### src/rtl/rf_arbiter.sv
// Round-robin arbiter letting two requesters share one register file.
// One transaction runs at a time and ends with a one-cycle ack to its owner.
module rf_arbiter #(
    parameter int WR_HOLD = 1
) (
    input  logic       ck,
    input  logic       rst,
    input  logic       a_req,
    input  logic       a_we,
    input  logic [1:0] a_addr,
    input  logic [3:0] a_wdata,
    output logic       a_ack,
    output logic [3:0] a_rdata,
    input  logic       b_req,
    input  logic       b_we,
    input  logic [1:0] b_addr,
    input  logic [3:0] b_wdata,
    output logic       b_ack,
    output logic [3:0] b_rdata,
    output logic [1:0] rf_read_add,
    output logic       rf_read_en,
    output logic [1:0] rf_write_add,
    output logic       rf_write_en,
    output logic [3:0] rf_data_in,
    input  logic [3:0] rf_data_out,
    output logic       busy
);
    typedef enum logic [2:0] {
        IDLE, WSETUP, WPULSE, WHOLD, RDRIVE, RCAP, ACK
    } state_t;

    localparam logic [1:0] CNT_LAST = 2'(WR_HOLD - 1);

    state_t     state_q;
    logic       last_q;   // 1: B was granted most recently
    logic       gnt_q;    // 1: B owns the running transaction
    logic [1:0] cnt_q;
    logic       a_ack_q, b_ack_q, rd_en_q, wr_en_q, busy_q;
    logic [3:0] a_rdata_q, b_rdata_q, din_q;
    logic [1:0] rd_add_q, wr_add_q;

    logic       gnt_d, we_d;
    logic [1:0] addr_d;
    logic [3:0] wdata_d;

    always_comb begin
        gnt_d   = b_req & (~a_req | ~last_q);
        we_d    = gnt_d ? b_we    : a_we;
        addr_d  = gnt_d ? b_addr  : a_addr;
        wdata_d = gnt_d ? b_wdata : a_wdata;
    end

    always_ff @(posedge ck) begin
        if (!rst) begin
            state_q   <= IDLE;
            last_q    <= 1'b1;
            gnt_q     <= 1'b0;
            cnt_q     <= 2'd0;
            a_ack_q   <= 1'b0;
            b_ack_q   <= 1'b0;
            a_rdata_q <= 4'd0;
            b_rdata_q <= 4'd0;
            rd_add_q  <= 2'd0;
            rd_en_q   <= 1'b0;
            wr_add_q  <= 2'd0;
            wr_en_q   <= 1'b0;
            din_q     <= 4'd0;
            busy_q    <= 1'b0;
        end else begin
            a_ack_q <= 1'b0;
            b_ack_q <= 1'b0;
            case (state_q)
                IDLE: begin
                    if (a_req | b_req) begin
                        gnt_q  <= gnt_d;
                        last_q <= gnt_d;
                        busy_q <= 1'b1;
                        // The rf address/data registers double as the request latch.
                        if (we_d) begin
                            state_q  <= WSETUP;
                            wr_add_q <= addr_d;
                            din_q    <= wdata_d;
                        end else begin
                            state_q  <= RDRIVE;
                            rd_add_q <= addr_d;
                            rd_en_q  <= 1'b1;
                        end
                    end
                end
                WSETUP: begin
                    state_q <= WPULSE;
                    wr_en_q <= 1'b1;
                    cnt_q   <= 2'd0;
                end
                WPULSE: begin
                    if (cnt_q == CNT_LAST) begin
                        state_q <= WHOLD;
                        wr_en_q <= 1'b0;
                    end else begin
                        cnt_q <= cnt_q + 2'd1;
                    end
                end
                WHOLD: begin
                    state_q <= ACK;
                    a_ack_q <= ~gnt_q;
                    b_ack_q <= gnt_q;
                end
                RDRIVE: begin
                    state_q <= RCAP;
                end
                RCAP: begin
                    state_q <= ACK;
                    rd_en_q <= 1'b0;
                    a_ack_q <= ~gnt_q;
                    b_ack_q <= gnt_q;
                    if (gnt_q) b_rdata_q <= rf_data_out;
                    else       a_rdata_q <= rf_data_out;
                end
                ACK: begin
                    state_q <= IDLE;
                    busy_q  <= 1'b0;
                end
                default: begin
                    state_q <= IDLE;
                    busy_q  <= 1'b0;
                end
            endcase
        end
    end

    assign a_ack        = a_ack_q;
    assign b_ack        = b_ack_q;
    assign a_rdata      = a_rdata_q;
    assign b_rdata      = b_rdata_q;
    assign rf_read_add  = rd_add_q;
    assign rf_read_en   = rd_en_q;
    assign rf_write_add = wr_add_q;
    assign rf_write_en  = wr_en_q;
    assign rf_data_in   = din_q;
    assign busy         = busy_q;
endmodule

### config.mk
export PLATFORM = sky130hd
export DESIGN_NAME = rf_arbiter
export DESIGN_NICKNAME = d
export VERILOG_FILES = /design/src/rtl/rf_arbiter.sv
export SDC_FILE = /design/constraint.sdc
export NUM_CORES = 1
export LEC_CHECK = 0
export CAP_MARGIN = 20
export CORE_MARGIN = 3
export CORE_UTILIZATION = 45
export CTS_CLUSTER_SIZE = 14
export DETAILED_ROUTE_END_ITERATION = 16
export HOLD_SLACK_MARGIN = 0.05
export PLACE_DENSITY = 0.89
export SLEW_MARGIN = 20
export SYNTH_ARGS = -nofsm -noshare
export SYNTH_HDL_FRONTEND = slang
export SYNTH_SLANG_ARGS = --single-unit
### constraint.sdc
create_clock -name ck -period 1.66 [get_ports ck]
set_clock_uncertainty 0.1 [all_clocks]
set_input_delay 0.332 -clock ck [delete_from_list [all_inputs] [get_ports ck]]
set_output_delay 0.332 -clock ck [all_outputs]
set_load 0.01 [all_outputs]
==> summary.md <==
| Metric | Value |
|---|---|
| Reg2Reg Depth | `4` |
| Die height | `60.6 um` |
| Total CTS buffers | `3` |
| Die area | `3670 sq um` |
| Syn Area/Cell | `9.44 sq um` |
| WL/cell | `16.0 um` |
| Dpl cell area | `1880 sq um` |
| Slew Limit Fails | `0` |
| Post-synth EDFFs | `0` |
| Iter 0 DRT Violations | `57` |
| Final ANT Viol Nets | `0` |
| Clk root buf | `clkbuf_4` |
| Post-synthesis adder-cell area fraction | `1.87%` |
| Critical Path RT | `1.83 ns` |
| Post-synthesis simple-gate area fraction | `16.9%` |
| Crit path kind | `in -> reg` |
| Post-synth ARST share | `0%` |
| Crit path cell chain | `clkdlybuf4s50_1 > a21boi_4 > buf_6 > nor3b_1 > a31oi_1 > o221a_1` |
| Slowest cell delay on critical path | `0.53 ns` |
| Clk buf depth | `2` |
| Global-route usage over all layers | `21.0%` |
| DR pass1 iterations | `5` |
| CTS tree | `built` |
| Final wirelength | `3630 um` |
| Hold Vio Cnt, Final | `0` |
| Critical R2R Capture | `rf_read_add[0]` |
| Synthesized flop and latch total | `28` |
| Cells after Synth | `142` |
| Post-synth design cell area | `1340 sq um` |
| Pwr per Cell Area | `949 nW/um^2` |
| FMAX | `622 MHz` |
| CTS H-Tree Depth | `1` |
| Initial Util | `47.8%` |
| Synth Area in XOR/XNOR | `0.654%` |
| Ys flop type | `dfxtp_1` |
| Die width | `60.6 um` |
| YS warnings | `0` |
| Distinct cells, synth | `40` |
| RD Place Congestion | `0.848` |
| WP buf/inv | `2` |
| Reg clk slew, reported paths | `0.15 ns` |
| Min cycle time layout | `1.61 ns` |
| R2R Setup Slk | `0.13 ns` |
| Number of diodes | `0` |
| Vias in the first global route | `1,361` |
| CP Capture Type | `flop` |
| Hold slack | `0.384 ns` |
| Overall Power | `1830 uW` |
| Finished Layout Cells | `227` |
| Critical-path maximum fanout | `12` |
| Worst r2r src | `last_q` |
| Tcrit/Tclk final | `96.9%` |
| Clk_lat worst skew | `0.32 ns` |
| Cells after DPL | `223` |
| Placement Setup Slack | `-0.334 ns` |
| Global route hottest layer | `met2` |
| Post-synthesis mux area share | `8.31%` |
| Final Net Count | `221` |
| Post-synthesis compound-gate area fraction | `24.5%` |
| Largest net degree at the start of global routing | `17` |
| Critical path's slowest cell | `clkdlybuf4s50_1` |
| Min-Delay Endpoint | `last_q` |
| Status | `completed` |
| Vias post-DR | `1,313` |
| Met1 Usage GRT | `23.3%` |
| Leakage | `0.000926 uW` |
| GR Layer Usage met2 | `37.4%` |
| Finish-stage setup viols | `0` |
| Top delay family on crit path | `buffers and inverters` |
| Syn nets | `166` |
| Hold_buf cts | `0` |
| Fillcell total | `205` |
| Sequential area share after synthesis | `41.8%` |
| Total grt overflow | `0` |
| Peak VDD IR | `0.620 mV` |
| Hold path startpoint | `a_req` |
| # DRC | `0` |
| Max cap viols | `0` |
| Worst hold path type | `in -> reg` |
| Layout cells sized above 1 | `16.8%` |
| Worst Tran Pin Value | `0.376 ns` |
| Via/cell ratio | `5.78` |
| Initial antenna violation count | `0` |
| Cell Rows | `19` |
| HPWL Detailed | `2880 um` |
| RSZ-0062 raised after global routing | `false` |
| Hold Path Depth | `3` |
| Design area | `1930 sq um` |
| Buffer count from post-CTS setup fixing | `0` |
| Core ar. | `2810 sq um` |
| Worst slew margin | `74.9%` |
| Data arrival, critical path | `1.78 ns` |
| Worst setup margin | `0.0516 ns` |
| Met3 Track Usage GR | `3.62%` |
| Io pins | `43` |
| Largest family of logic cells by synthesized area | `compound AO/OA/AOI/OAI gates` |
| CP Launch Type | `input port` |
| Total clock sinks | `28` |
| Area Overhead vs Synth | `44.2%` |
| Input/output buffers | `42` |
| First-pass GRT wire length | `5790 um` |
-- how the worst max path moves through the flow --
stage | startpoint | depth (start not counted) | slack, ns | end
3_5_place_dp | a_req | 6 | -0.33 | rf_write_add[1]
4_1_cts | a_ack | 1 | 0.01 | a_ack
5_1_grt | b_req | 6 | 0.001 | rf_write_add[1]
2_1_floorplan | state_q[2] | 5 | 0.27 | rf_data_in[0]
6_report | b_req | 6 | 0.05 | rf_write_add[1]
3_3_place_gp | a_req | 6 | -0.19 | rf_data_in[3]
-- flip-flops by register name, indices dropped and copies added (netlist names) --
name          flops
b_rdata           4
a_ack             1
gnt_q             1
cnt_q             2
rf_write_en       1
rf_data_in        4
busy              1
rf_write_add      2
b_ack             1
last_q            1
state_q           3
rf_read_en        1
rf_read_add       2
a_rdata           4
-- layer usage --
layer / vias to the layer above / part of all wire, % / wire length [um]
li1: 615 / - / -
met1: 638 / 39 / 1420
met2: 48 / 53 / 1930
met3: 12 / 4.8 / 176
met4: 0 / 3.0 / 110
met5: - / 0 / 0
-- Yosys cell counts, types with 2 or more instances --
cell	instances	area share, %
dfxtp_1	28	42
buf_2	4	1.5
clkbuf_1	3	0.84
nand2_1	6	1.7
inv_1	10	2.8
a211oi_1	2	1.1
a21oi_1	3	1.1
nor2b_1	2	0.93
a22oi_1	4	2.2
nor2_1	20	5.6
ha_1	2	1.9
a31oi_1	8	3.7
nor3b_1	6	3.4
nand2b_1	2	0.93
a311oi_1	2	1.3
nor3_1	2	0.75
o221a_1	6	5.0
mux2i_1	10	7.5
-- per-stage QoR --
step,setup TNS (ns),utilization (%)
global route,0,68.9
CTS,0,68.2
detailed placement,-2.33,67.0
floorplan,0,-
finish,0,68.9
global placement,-1.48,67.0
-- worst reg2reg max path: cells and delay by family, from the launching register on --
family	cells	cell delay, ns
DFF	1	0.44
AOI/OAI and AO/OA	3	0.66
and+or+nand+nor	1	0.25
-- cell families (layout without fill, tap and decap cells) --
kind of cell | after synthesis | count (layout)
compound gates | 37 | 37
xor+xnor | 1 | 1
fa+ha+maj | 2 | 2
buf+inv | 19 | 73
flops | 28 | 28
mux | 11 | 11
simple gates | 44 | 44
-- power breakdown --
| group | internal, uW | total [uW] | leakage, uW | switching [uW] |
|---|---|---|---|---|
| Combinational | 290 | 576 | 0.000668 | 286 |
| Clock | 244 | 442 | 0.0000279 | 197 |
| Sequential | 751 | 816 | 0.000230 | 65.0 |
-- layout make-up --
type	count	area (sq um)	area share, %
flip-flops and latches	28	564	29.2
clock inverters	1	30.0	1.55
well taps	31	38.8	2.01
repair buffers	58	528	27.3
multi-input cells	95	707	36.6
clock buffers	3	22.5	1.17
inverters	11	41.3	2.14
-- what timing repair did --
action,in CTS,in global routing
endpoints found under the setup margin,19,8
pin swaps,0,0
endpoints found under the hold margin,0,0
gates resized for setup,21,6
-- cell usage in the layout, fill, tap and decap left out, types with 2 or more instances in the layout --
cell type / count
dfxtp_2: 3
a22oi_1: 4
clkdlybuf4s50_1: 20
dlymetal6s2s_1: 3
a211oi_1: 2
nand2b_1: 2
nor2b_1: 2
a311oi_1: 2
nand2_1: 6
clkbuf_4: 3
dlygate4sd2_1: 19
a21oi_1: 3
inv_1: 10
o221a_1: 6
ha_1: 2
a31oi_1: 8
nor3b_1: 6
buf_4: 15
mux2i_1: 10
dfxtp_1: 25
nor2_1: 20
nor3_1: 2
No activity file was read; power rests on OpenSTA's default activity.
